===== config.mk =====
export PLATFORM = sky130hd
export DESIGN_NAME = updown_counter_n
export DESIGN_NICKNAME = d
export VERILOG_FILES = /design/src/rtl/udc_pkg.sv /design/src/rtl/hex7seg.sv /design/src/rtl/updown_counter_n.sv
export SDC_FILE = /design/constraint.sdc
export NUM_CORES = 1
export LEC_CHECK = 0
export ABC_AREA = 1
export CAP_MARGIN = 20
export CORE_MARGIN = 4
export CORE_UTILIZATION = 49
export CTS_CLUSTER_DIAMETER = 80
export DETAILED_ROUTE_END_ITERATION = 7
export MAX_ROUTING_LAYER = met4
export PLACE_DENSITY = 0.81
export SLEW_MARGIN = 10
export SYNTH_ARGS = -nofsm -noshare
export SYNTH_HDL_FRONTEND = slang
export SYNTH_HIERARCHICAL = 1
export SYNTH_SLANG_ARGS = --single-unit

===== constraint.sdc =====
create_clock -name clk_2 -period 2.3 [get_ports clk_2]
set_clock_uncertainty 0.1 [all_clocks]
set_input_delay 0.69 -clock clk_2 [delete_from_list [all_inputs] [get_ports clk_2]]
set_output_delay 0.69 -clock clk_2 [all_outputs]
set_load 0.01 [all_outputs]

===== src/rtl/udc_pkg.sv =====
// rtl/udc_pkg.sv - shared types, 7-segment table and load clamp for updown_counter_n
//
// Contents:
//   seg7_t       : one 7-segment digit pattern, bit 7 = dp (always 0), active-high
//   SEG7_TABLE   : hex nibble -> seg7_t pattern, index 0 first
//   clamp_load() : min(value, maxval) on 16-bit operands
package udc_pkg;

  typedef logic [7:0] seg7_t;

  localparam seg7_t SEG7_TABLE [16] = '{
    8'h3F, 8'h06, 8'h5B, 8'h4F, 8'h66, 8'h6D, 8'h7D, 8'h07,
    8'h7F, 8'h6F, 8'h77, 8'h7C, 8'h39, 8'h5E, 8'h79, 8'h71
  };

  // Load values above the modulus are pinned to the top count rather than
  // wrapped, so the counter never holds an out-of-range value.
  function automatic logic [15:0] clamp_load(input logic [15:0] value,
                                             input logic [15:0] maxval);
    return (value > maxval) ? maxval : value;
  endfunction

endpackage


===== src/rtl/hex7seg.sv =====
// rtl/hex7seg.sv - hex nibble to 7-segment pattern decoder
//
// Ports:
//   nibble : input  [3:0]  hex digit value
//   seg    : output seg7_t pattern from SEG7_TABLE, dp bit is 0
module hex7seg
  import udc_pkg::*;
(
  input  logic [3:0] nibble,
  output seg7_t      seg
);

  assign seg = SEG7_TABLE[nibble];

endmodule


===== src/rtl/updown_counter_n.sv =====
// rtl/updown_counter_n.sv - parametrised up/down counter with modulus, flags and 7-segment decode
//
// Parameters: NBITS (2..16), MAXVAL (1..2**NBITS-1), NDIGITS (hex digits on seg)
// Optional feature macro: UDC_SAT_EN (adds the sat input; without it the counter always wraps)
// Ports:
//   clk_2   : input  counter clock, rising edge
//   reset   : input  asynchronous, active-high reset
//   load    : input  synchronous load of data_in (clamped to MAXVAL), beats en
//   data_in : input  [NBITS-1:0] load value
//   en      : input  count enable
//   up      : input  1 = count up, 0 = count down
//   sat     : input  1 = saturate at bounds, 0 = wrap (only with UDC_SAT_EN)
//   count   : output [NBITS-1:0] current count
//   tc      : output registered terminal-count pulse, high for the cycle after a boundary step
//   ovf     : output sticky overflow/underflow, cleared by reset or load
//   seg     : output [8*NDIGITS-1:0] 7-segment patterns, digit 0 in bits [7:0]
module updown_counter_n
  import udc_pkg::*;
#(
  parameter int NBITS   = 8,
  parameter int MAXVAL  = 2**NBITS - 1,
  parameter int NDIGITS = (NBITS + 3) / 4
) (
  input  logic                 clk_2,
  input  logic                 reset,
  input  logic                 load,
  input  logic [NBITS-1:0]     data_in,
  input  logic                 en,
  input  logic                 up,
`ifdef UDC_SAT_EN
  input  logic                 sat,
`endif
  output logic [NBITS-1:0]     count,
  output logic                 tc,
  output logic                 ovf,
  output logic [8*NDIGITS-1:0] seg
);

  localparam logic [NBITS-1:0] MAX_C = NBITS'(MAXVAL);

  logic             sat_mode;
  logic             at_bound;
  logic [15:0]      load_clamped;

`ifdef UDC_SAT_EN
  assign sat_mode = sat;
`else
  assign sat_mode = 1'b0;
`endif

  // A step is a boundary event when it would leave [0, MAXVAL] in the
  // current direction; direction is taken from this cycle's up input.
  assign at_bound     = up ? (count == MAX_C) : (count == '0);
  assign load_clamped = clamp_load(16'(data_in), 16'(MAX_C));

  always_ff @(posedge clk_2 or posedge reset) begin
    if (reset) begin
      count <= '0;
      tc    <= 1'b0;
      ovf   <= 1'b0;
    end else if (load) begin
      count <= NBITS'(load_clamped);
      tc    <= 1'b0;
      ovf   <= 1'b0;
    end else if (en) begin
      if (at_bound) begin
        tc  <= 1'b1;
        ovf <= 1'b1;
        // In saturate mode the count simply stays at the bound.
        if (!sat_mode) begin
          count <= up ? '0 : MAX_C;
        end
      end else begin
        tc    <= 1'b0;
        count <= up ? count + 1'b1 : count - 1'b1;
      end
    end else begin
      tc <= 1'b0;
    end
  end

  // Digits beyond the counter width read as zero.
  logic [4*NDIGITS-1:0] count_ext;
  assign count_ext = (4*NDIGITS)'(count);

  for (genvar i = 0; i < NDIGITS; i++) begin : g_digit
    hex7seg u_hex7seg (
      .nibble (count_ext[4*i +: 4]),
      .seg    (seg[8*i +: 8])
    );
  end

endmodule

==> reports/metrics.csv, run 1 <==
metric;value;unit
outcome;finished clean;
synthesized area;1410;um2
pwr/cell area;760;nW/um2
clock slew at reported path FFs;0.07;ns
fill cell count;219;
post-route ant nets;0;
clock power share;0.109;
max-slew violation count;0;
core box area;2760;um2
crit path capture type;output port;
CTS Buf Count;3;
# hold bufs at CTS;0;
clk sink count;10;
clock buffer depth;2;
non-filler cells, final;321;
Switching Share;0.469;
worst-path fanout max;4;
Register Area;255;um2
GRT met2 Usage;0.351;
post-route clock period utilization;0.976;
final hold slack;0.412;ns
RSZ-0062 raised after global routing;true;
Routed WL per cell;12.4;um
CTS tree;done;
FMAX;446;MHz
post-synth cell types;29;
met1 global-route usage;0.281;
Synth Area per Inst;6.16;um2
post-DP HPWL;2930;um
Final Critical Period;2.24;ns
final WL;3970;um
DR vias;1611;
Pwr Total;1.55;mW
cell leakage power;1.14;nW
GR peak layer;met2;
I/O pin cnt;39;
NumNets Final;325;
startpoint types;register;
sequential power share;0.169;
combinational fraction of design power;0.722;
number of synthesized flops with an enable pin;0;
clk root buf;clkbuf_4;
vias in the first global route;1379;
ys async rst share;1.00;
Max Cap Viol;0;
Via density;5.02;
Arrival @ worst endpoint;1.45;ns
Die W;61.7;um
setup violators final;0;
layout cells sized above 1;0.283;
routability cong.;0.885;
Overflow after GRT;0;
DR iter-0 viols;146;
peak supply drop;0.518;mV
yosys warns;6;
initial core utilization;0.512;
Psw;730;uW
Top FF cell, synth;dfrtp_1;
Crit Path Class;reg2out;
final hold violation count;0;
Multi-input gate area;1100;um2
die height;61.7;um
Mapped Cells;229;
Worst Path Required;1.51;ns
Pre-Repair DR Iteration Count;4;
largest net degree at the start of global routing;11;
Cell Int Power;825;uW
buffers added on ports;36;
initial antenna violation count;0;
die area;3800;um2
Area growth, synth to finish;44.9;%
Post-Syn Nets;263;
WHS Path Cells;2;
r2r worst-path depth;11;
Placed Instances;312;
Site Rows;19;
register area share after synthesis;0.177;
GR met3 Demand/Resource;0.0503;
Tightest Hold Check Type;reg2reg;
GRT Overall Usage;0.216;
first-pass GRT wire length;6010;um
ant diodes;0;
H-tree levels;1;
DRC errors left;0;
Yosys reg bits;10;
Reg2Reg Setup Slack;0.39;ns
Clk Latency, worst-skew pair;0.28;ns
## worst max-delay path, stage by stage, from the launching register on
cell             delay (ns)
dfrtp_1                0.43
inv_2                  0.15
ha_4                   0.17
nand2_1                0.07
nand3_1                0.10
nand2_1                0.05
clkdlybuf4s15_1        0.22
## cells by family after synthesis
family,after synthesis,synth area share
xor+xnor,3,0.0239
buf+inv,33,0.0984
other cells,2,0.00532
flops,10,0.177
fa+ha+maj,21,0.191
simple gates,141,0.425
compound gates,19,0.0789
## path summary, 6_finish.rpt
kind,start,to
max reg2reg,count[0],count[6]
max in group asynchronous,reset,count[3]
max,count[1],seg[0]
min in group asynchronous,reset,count[2]
min reg2reg,ovf,ovf
min,ovf,ovf
## sequential cells by signal (all words and copies together), names as in the netlist
name   count
tc         1
count      8
ovf        1
## cells in the mapped netlist (4+ instances only)
cell type,n,area [um2]
o21ai_0,4,20.0
a21oi_1,5,25.0
ha_1,20,250
inv_2,5,18.8
nand3_1,18,90.1
inv_1,24,90.1
dfrtp_1,10,250
nor2_1,16,60.1
nand2_1,92,345
buf_4,4,30.0
nand2_2,5,31.3
o22ai_1,5,31.3
## layout by cell type (no fill, tap or decap), types with 3 or more instances in the layout
| master | count |
|---|---|
| ha_1 | 13 |
| o21ai_1 | 3 |
| dfrtp_1 | 6 |
| inv_2 | 9 |
| dfrtp_2 | 4 |
| inv_1 | 18 |
| buf_4 | 21 |
| clkbuf_2 | 7 |
| nand2_1 | 90 |
| dlymetal6s2s_1 | 3 |
| nand3_1 | 17 |
| o22ai_1 | 5 |
| buf_6 | 4 |
| nand2_2 | 7 |
| nor2_1 | 16 |
| ha_2 | 3 |
| a21oi_1 | 5 |
| clkbuf_4 | 3 |
| buf_2 | 6 |
| clkdlybuf4s50_1 | 19 |
| ha_4 | 4 |
## layer usage
metal  part of all wire  routed length, um
met5                  0                  0
met4             0.0028                 11
met3              0.070                278
met2               0.50               1980
met1               0.43               1700
## repair_timing
| item | CTS | global route |
|---|---|---|
| gates resized for setup | 37 | 45 |
| pin swaps | 0 | 4 |
| endpoints found under the setup margin | 18 | 21 |
| buffers inserted | 2 | 4 |
## final cells by class
| class | count | area share |
|---|---|---|
| Clock buffer | 4 | 0.0177 |
| Inverter | 29 | 0.0557 |
| Multi-Input combinational cell | 186 | 0.536 |
| Sequential cell | 10 | 0.125 |
| Tap cell | 31 | 0.0190 |
| Timing Repair Buffer | 61 | 0.247 |
## power groups by stage
stage	sequential [mW]	combinational [mW]	clock, mW
final	0.263	1.12	0.169
after floorplan	0.287	0.588	0
after global placement	0.261	1.09	0
after CTS	0.261	1.05	0.169
after detailed placement	0.262	1.10	0
after global routing	0.271	1.25	0.184
## per-stage QoR
step	setup slack (ns)	util	setup TNS (ns)	cell area, um2
2_1_floorplan	0.235	-	0	1410
3_3_place_gp	-0.245	0.700	-1.41	1930
3_5_place_dp	-0.300	0.700	-1.71	1930
4_1_cts	-0.0618	0.707	-0.252	1950
5_1_grt	-0.0590	0.742	-0.203	2050
6_report	0.0554	0.742	0	2050
(Power assumes the default switching activity.)
==> inputs of run 2 (changes only) <==
- CORE_UTILIZATION: 49 -> 50
- CTS_BUF_LIST: not set -> sky130_fd_sc_hd__clkbuf_8
- PLACE_DENSITY: 0.81 -> 0.83
- SETUP_SLACK_MARGIN: not set -> 0.4
==> run 2 against run 1 <==
Effect of this change:
- the run now fails in global routing
- synthesized cell count did not move
- synthesized area stayed put
==> reports/metrics.csv, run 2 <==
metric;value;unit;change
routability cong.;0.947;;was 0.885
# hold bufs at CTS;0;;unchanged
buffers added on ports;36;;unchanged
Synth top area share;0.245;;unchanged
most frequent cells after synthesis;nand2_1 (92), inv_1 (24), ha_1 (20), nand3_1 (18), nor2_1 (16);;unchanged
synthesized area;1410;um2;unchanged
largest net degree at the start of global routing;11;;
Yosys reg bits;10;;unchanged
ys async rst share;1.00;;unchanged
H-tree levels;1;;unchanged
clk root buf;clkbuf_8;;was clkbuf_4
Synth Area per Inst;6.16;um2;unchanged
Mapped Cells;229;;unchanged
dpl cell area;1950;um2;was 1930 um2
number of synthesized flops with an enable pin;0;;unchanged
I/O pin cnt;39;;unchanged
register area share after synthesis;0.177;;unchanged
Post-Syn Nets;263;;unchanged
Top FF cell, synth;dfrtp_1;;unchanged
yosys warns;6;;unchanged
Area contributors post-synth;nand2_1 (24%), dfrtp_1 (18%), ha_1 (18%);;unchanged
Placed Instances;314;;was 312
Die W;61.1;um;was 61.7 um
initial core utilization;0.516;;was 0.512
stopping stage;global routing;;
die height;61.1;um;was 61.7 um
Site Rows;19;;unchanged
outcome;stopped before the end;;was finished clean
biggest area consumer among synthesized cells;nand2_1;;unchanged
most frequent cell after synthesis;nand2_1;;unchanged
clk sink count;10;;unchanged
post-DP HPWL;3040;um;was 2930 um
clock buffer depth;2;;unchanged
CTS Buf Count;3;;unchanged
post-synth cell types;29;;unchanged
error msg;[ERROR DPL-0038] Utilization greater than 100%, impossible to legalize;;
## run 2: cells by family after synthesis
group	synth area share
compound gates	0.0789
xor+xnor	0.0239
fa+ha+maj	0.191
buf+inv	0.0984
flops	0.177
other cells	0.00532
simple gates	0.425
## run 2: through the flow
| step | setup TNS (ns) | setup slack (ns) |
|---|---|---|
| after floorplan | 0 | 0.337 |
| after global placement | -1.43 | -0.226 |
| after detailed placement | -1.76 | -0.288 |
| after CTS | 0 | 0.0972 |
## run 2: what timing repair did
action                                  CTS
gates resized for setup                 143
endpoints found under the hold margin     0
pin swaps                                21
setup buffers                            19
endpoints found under the setup margin   30
gates cloned                              0
==> inputs of run 3 (changes only) <==
- CORE_AREA: not set -> 4 4 65 67
- CORE_MARGIN: 4 -> not set
- CORE_UTILIZATION: 50 -> not set
- CTS_BUF_LIST: sky130_fd_sc_hd__clkbuf_8 -> not set
- CTS_CLUSTER_DIAMETER: 80 -> not set
- DIE_AREA: not set -> 0 0 69 71
- MAX_ROUTING_LAYER: met4 -> not set
- PLACE_DENSITY: 0.83 -> not set
- PLACE_DENSITY_LB_ADDON: not set -> 0.15
- SETUP_SLACK_MARGIN: 0.4 -> not set
==> run 3 against run 2 <==
Effect of this change:
- the run now ends clean
==> reports/metrics.csv, run 3 (synthesis results as in run 1) <==
metric;value;unit;change
outcome;finished clean;;was stopped before the end
core box area;3630;um2;
final hold slack;0.400;ns;
initial core utilization;0.388;;was 0.516
initial antenna violation count;0;;
post-place setup slack;-0.281;ns;was -0.288 ns
Tightest Hold Check Type;reg2reg;;
peak supply drop;0.397;mV;
# hold bufs at CTS;0;;unchanged
GRT Overall Usage;0.153;;
max-slew violation count;0;;
FMAX;437;MHz;
Setup crit start;count[5];;
fin worst setup slack;0.00928;ns;
die height;71;um;was 61.1 um
Worst Path Required;1.51;ns;
Area growth, synth to finish;46.1;%;
commonest cells after routing, fill and taps aside;nand2_1 (92), buf_4 (22), inv_1 (20), clkdlybuf4s50_1 (20), nand3_1 (18);;
post-DP HPWL;2900;um;was 3040 um
dpl cell area;1960;um2;was 1950 um2
RSZ-0062 raised after global routing;true;;
I/O pin cnt;39;;unchanged
largest net degree at the start of global routing;11;;
Regs by FF count;count (8), ovf (1), tc (1);;
Biggest register;count;;
Pre-Repair DR Iteration Count;4;;
hold_sp;ovf;;
layout cells sized above 1;0.250;;
R2R Path Start;count[0];;
Die W;69;um;was 61.1 um
Clk Latency, worst-skew pair;0.23;ns;
startpoint types;register;;
Register Area;254;um2;
post-route ant nets;0;;
Crit Path Class;reg2out;;
Routed WL per cell;10.9;um;
Multi-input gate area;1060;um2;
DR iter-0 viols;58;;
clk root buf;clkbuf_8;;unchanged
setup violators final;0;;
Final Critical Period;2.29;ns;
pwr/cell area;744;nW/um2;
fill cell count;382;;
Site Rows;22;;was 19
worst-path fanout max;3;;
final hold violation count;0;;
NumNets Final;328;;
first-pass GRT wire length;6380;um;
Arrival @ worst endpoint;1.50;ns;
DRC errors left;0;;
Max Cap Viol;0;;
ant diodes;0;;
post-route clock period utilization;0.996;;
clk sink count;10;;unchanged
cell leakage power;1.15;nW;
CTS tree;done;;
clock slew at reported path FFs;0.05;ns;
most common cell after layout, fill and taps aside;nand2_1;;
Largest register FFs;8;;
Overflow after GRT;0;;
final WL;3690;um;
routability cong.;0.930;;was 0.947
vias in the first global route;1510;;
buffers added on ports;36;;unchanged
crit path capture type;output port;;
H-tree levels;1;;unchanged
DR vias;1581;;
die area;4900;um2;
CTS Buf Count;3;;unchanged
post-route cell area;2060;um2;
clock buffer depth;2;;unchanged
Via density;4.65;;
run 3: power breakdown:
part / internal [mW] / switching [mW] / total [mW]
combinational: 0.524 / 0.563 / 1.09
sequential: 0.209 / 0.0580 / 0.267
clock: 0.114 / 0.0654 / 0.180
total: 0.848 / 0.687 / 1.53
run 3: timing repair:
item	4_1_cts	5_1_grt
endpoints found under the setup margin	18	19
cloned	0	0
resized for setup	48	23
hold endpoints to repair	0	0
pin swaps	4	4
buffers inserted	4	3
run 3: worst paths after layout:
| path | to | cells after the start | slack (ns) |
|---|---|---|---|
| max | seg[12] | 9 | 0.009 |
| min | ovf | 2 | 0.40 |
| max in group asynchronous | count[4] | 2 | 1.14 |
| min in group asynchronous | count[1] | 2 | 0.64 |
| min reg2reg | ovf | 2 | 0.40 |
| max reg2reg | count[6] | 11 | 0.44 |
run 3: layer usage:
| metal | track usage | up-vias | routed length, um |
|---|---|---|---|
| met2 | 0.274 | 25 | 1810 |
| met5 | 0 | - | 0 |
| met3 | 0.00852 | 6 | 77 |
| met1 | 0.190 | 711 | 1740 |
| li1 | - | 839 | - |
| met4 | 0.0629 | 0 | 60 |
run 3: area by class of cell:
cell class | count | share of cell area
Timing Repair Buffer | 64 | 0.258
Inverter | 29 | 0.0540
Clock buffer | 3 | 0.0200
Tap cell | 48 | 0.0291
Multi-Input combinational cell | 186 | 0.515
Sequential cell | 10 | 0.123
run 3: critical path, stage by stage, from the launching register on:
cell and delay (ns):
dfrtp_1 0.42, buf_6 0.15, buf_6 0.11, buf_6 0.11, ha_4 0.14, nor2_1 0.07
nand2_1 0.05, nand2_1 0.05, inv_1 0.03, buf_2 0.12
run 3: stage by stage:
step	instances	util	total power, mW	TNS (ns)
4_1_cts	337	0.560	1.53	-0.0786
5_1_grt	340	0.567	1.70	-0.249
6_report	340	0.567	1.53	0
3_3_place_gp	330	0.539	1.36	-1.56
2_1_floorplan	229	-	0.874	0
3_5_place_dp	330	0.539	1.36	-1.93
==> inputs of run 4 (changes only) <==
- MAX_ROUTING_LAYER: not set -> met4
==> run 4 against run 3 <==
Effect of this change:
- setup slack improved by 0.047 ns
- flip-flop and latch count did not move
- largest power group unchanged
- sequential power barely moved
- critical path type unchanged
- core utilization rose by 2.1 points
- global-route usage rose by 0.31 points
- first-iteration DRC count rose by 90%
- non-clock buffer count rose by 3
==> reports/metrics.csv, run 4 (synthesis results as in run 1) <==
metric;value;unit;change
DR iter-0 viols;110;;was 58
Routed WL per cell;10.7;um;was 10.9 um
Arrival @ worst endpoint;1.45;ns;was 1.50 ns
Largest register FFs;8;;unchanged
CTS tree;done;;unchanged
non-filler cells, final;344;;was 340
Tightest Hold Check Type;reg2reg;;unchanged
Clk Latency, worst-skew pair;0.24;ns;was 0.23 ns
vias in the first global route;1478;;was 1510
Crit Path Class;reg2out;;unchanged
initial antenna violation count;0;;unchanged
Pre-Repair DR Iteration Count;4;;unchanged
most common cell after layout, fill and taps aside;nand2_1;;unchanged
crit path capture type;output port;;unchanged
Setup crit start;count[5];;unchanged
core box area;3630;um2;unchanged
setup violators final;0;;unchanged
fill cell count;345;;was 382
met1 global-route usage;0.196;;was 0.190
Register Area;255;um2;was 254 um2
Overflow after GRT;0;;unchanged
cell leakage power;1.16;nW;was 1.15 nW
final hold violation count;0;;unchanged
die height;71;um;unchanged
Psw;704;uW;was 687 uW
Final Critical Period;2.24;ns;was 2.29 ns
max-slew violation count;0;;unchanged
# hold bufs at CTS;0;;unchanged
commonest cells after routing, fill and taps aside;nand2_1 (89), buf_4 (27), clkdlybuf4s50_1 (20), inv_1 (18), nand3_1 (18);;was nand2_1 (92), buf_4 (22), inv_1 (20), clkdlybuf4s50_1 (20), nand3_1 (18)
final hold slack;0.402;ns;was 0.400 ns
DRC errors left;0;;unchanged
DR vias;1578;;was 1581
I/O pin cnt;39;;unchanged
Multi-input gate area;1100;um2;was 1060 um2
routability cong.;0.937;;was 0.930
Switching Share;0.437;;was 0.447
RSZ-0062 raised after global routing;true;;unchanged
largest net degree at the start of global routing;11;;unchanged
GR peak layer;met2;;unchanged
reg2reg end;count[7];;was count[6]
Die W;69;um;unchanged
worst-path fanout max;4;;was 3
Regs by FF count;count (8), ovf (1), tc (1);;unchanged
Max Cap Viol;0;;unchanged
H-tree levels;1;;unchanged
GRT Overall Usage;0.156;;was 0.153
crit path capture;seg[8];;was seg[12]
outcome;finished clean;;unchanged
GR met3 Demand/Resource;0.0185;;was 0.00852
sequential power share;0.165;;was 0.174
r2r worst-path depth;13;;was 11
buffers added on ports;36;;unchanged
first-pass GRT wire length;6320;um;was 6380 um
die area;4900;um2;unchanged
post-route cell area;2140;um2;was 2060 um2
layout cells sized above 1;0.297;;was 0.250
Pwr Total;1.61;mW;was 1.53 mW
combinational fraction of design power;0.695;;was 0.709
Site Rows;22;;unchanged
pwr/cell area;754;nW/um2;was 744 nW/um2
NumNets Final;331;;was 328
clock power share;0.140;;was 0.117
Via density;4.59;;was 4.65
R2R Path Start;count[5];;was count[0]
GRT met2 Usage;0.256;;was 0.274
post-DP HPWL;2930;um;was 2900 um
peak supply drop;0.358;mV;was 0.397 mV
Reg2Reg Setup Slack;0.42;ns;was 0.44 ns
Biggest register;count;;unchanged
startpoint types;register;;unchanged
final WL;3670;um;was 3690 um
FMAX;446;MHz;was 437 MHz
clock slew at reported path FFs;0.05;ns;about the same
Worst Path Required;1.51;ns;about the same
Placed Instances;332;;was 330
dpl cell area;1970;um2;was 1960 um2
Area growth, synth to finish;51.5;%;was 46.1%
clk root buf;clkbuf_8;;unchanged
clock buffer depth;2;;unchanged
Cell Int Power;907;uW;was 848 uW
initial core utilization;0.388;;unchanged
ant diodes;0;;unchanged
clk sink count;10;;unchanged
post-route clock period utilization;0.975;;was 0.996
CTS Buf Count;3;;unchanged
post-route ant nets;0;;unchanged
Fin Setup TNS;0;ns;unchanged
==> run 4: cell count changes in the layout (fill, tap and decap cells not counted), sizes merged <==
cell	change
dlygate4sd2	+1
buf	+4
clkbuf	-1
==> run 4: final cells by class <==
type                       instances  area share
timing repair buffer              67       0.258
clock buffer                       4      0.0257
sequential                        10       0.119
multi-input combinational        186       0.517
tap                               48      0.0281
inverter                          29      0.0521
==> run 4: timing repair <==
item / 4_1_cts / 5_1_grt
setup endpoints to repair: 20 / 19
pin swaps: 1 / 8
gates resized for setup: 50 / 29
buffers inserted: 7 / 2
==> run 4: power groups by stage <==
| stage | clock, mW | sequential (mW) | combinational, mW |
|---|---|---|---|
| 6_report | 0.225 | 0.265 | 1.12 |
| 5_1_grt | 0.236 | 0.272 | 1.27 |
| 4_1_cts | 0.224 | 0.265 | 1.07 |
| 3_5_place_dp | 0 | 0.267 | 1.10 |
| 3_3_place_gp | 0 | 0.267 | 1.10 |
| 2_1_floorplan | 0 | 0.287 | 0.588 |
==> run 4: critical path, cell delays in order, from the launching register on <==
cell and delay (ns):
dfrtp_1 0.41, inv_2 0.10, ha_2 0.21, nand2_1 0.08
nand3_1 0.10, nand2_1 0.04, dlygate4sd2_1 0.27
==> run 4: worst min-delay path by stage <==
| stage | startpoint | end | cells after the start |
|---|---|---|---|
| after floorplan | ovf | ovf | 2 |
| after global placement | ovf | ovf | 2 |
| after detailed placement | ovf | ovf | 2 |
| after CTS | ovf | ovf | 2 |
| after global routing | ovf | ovf | 2 |
| final | ovf | ovf | 2 |
==> run 4: per-stage QoR <==
stage               utilization  worst slack (ns)
finish                    0.588            0.0566
global route              0.588           -0.0488
CTS                       0.565           0.00628
detailed placement        0.543            -0.283
global placement          0.543            -0.222
floorplan                     -             0.235
==> run 4: layer usage <==
metal / routed length [um] / vias to the layer above / part of all wire
met4: 62 / 0 / 0.017
met3: 150 / 6 / 0.041
li1: - / 845 / -
met5: 0 / - / 0
met2: 1760 / 32 / 0.48
met1: 1690 / 695 / 0.46
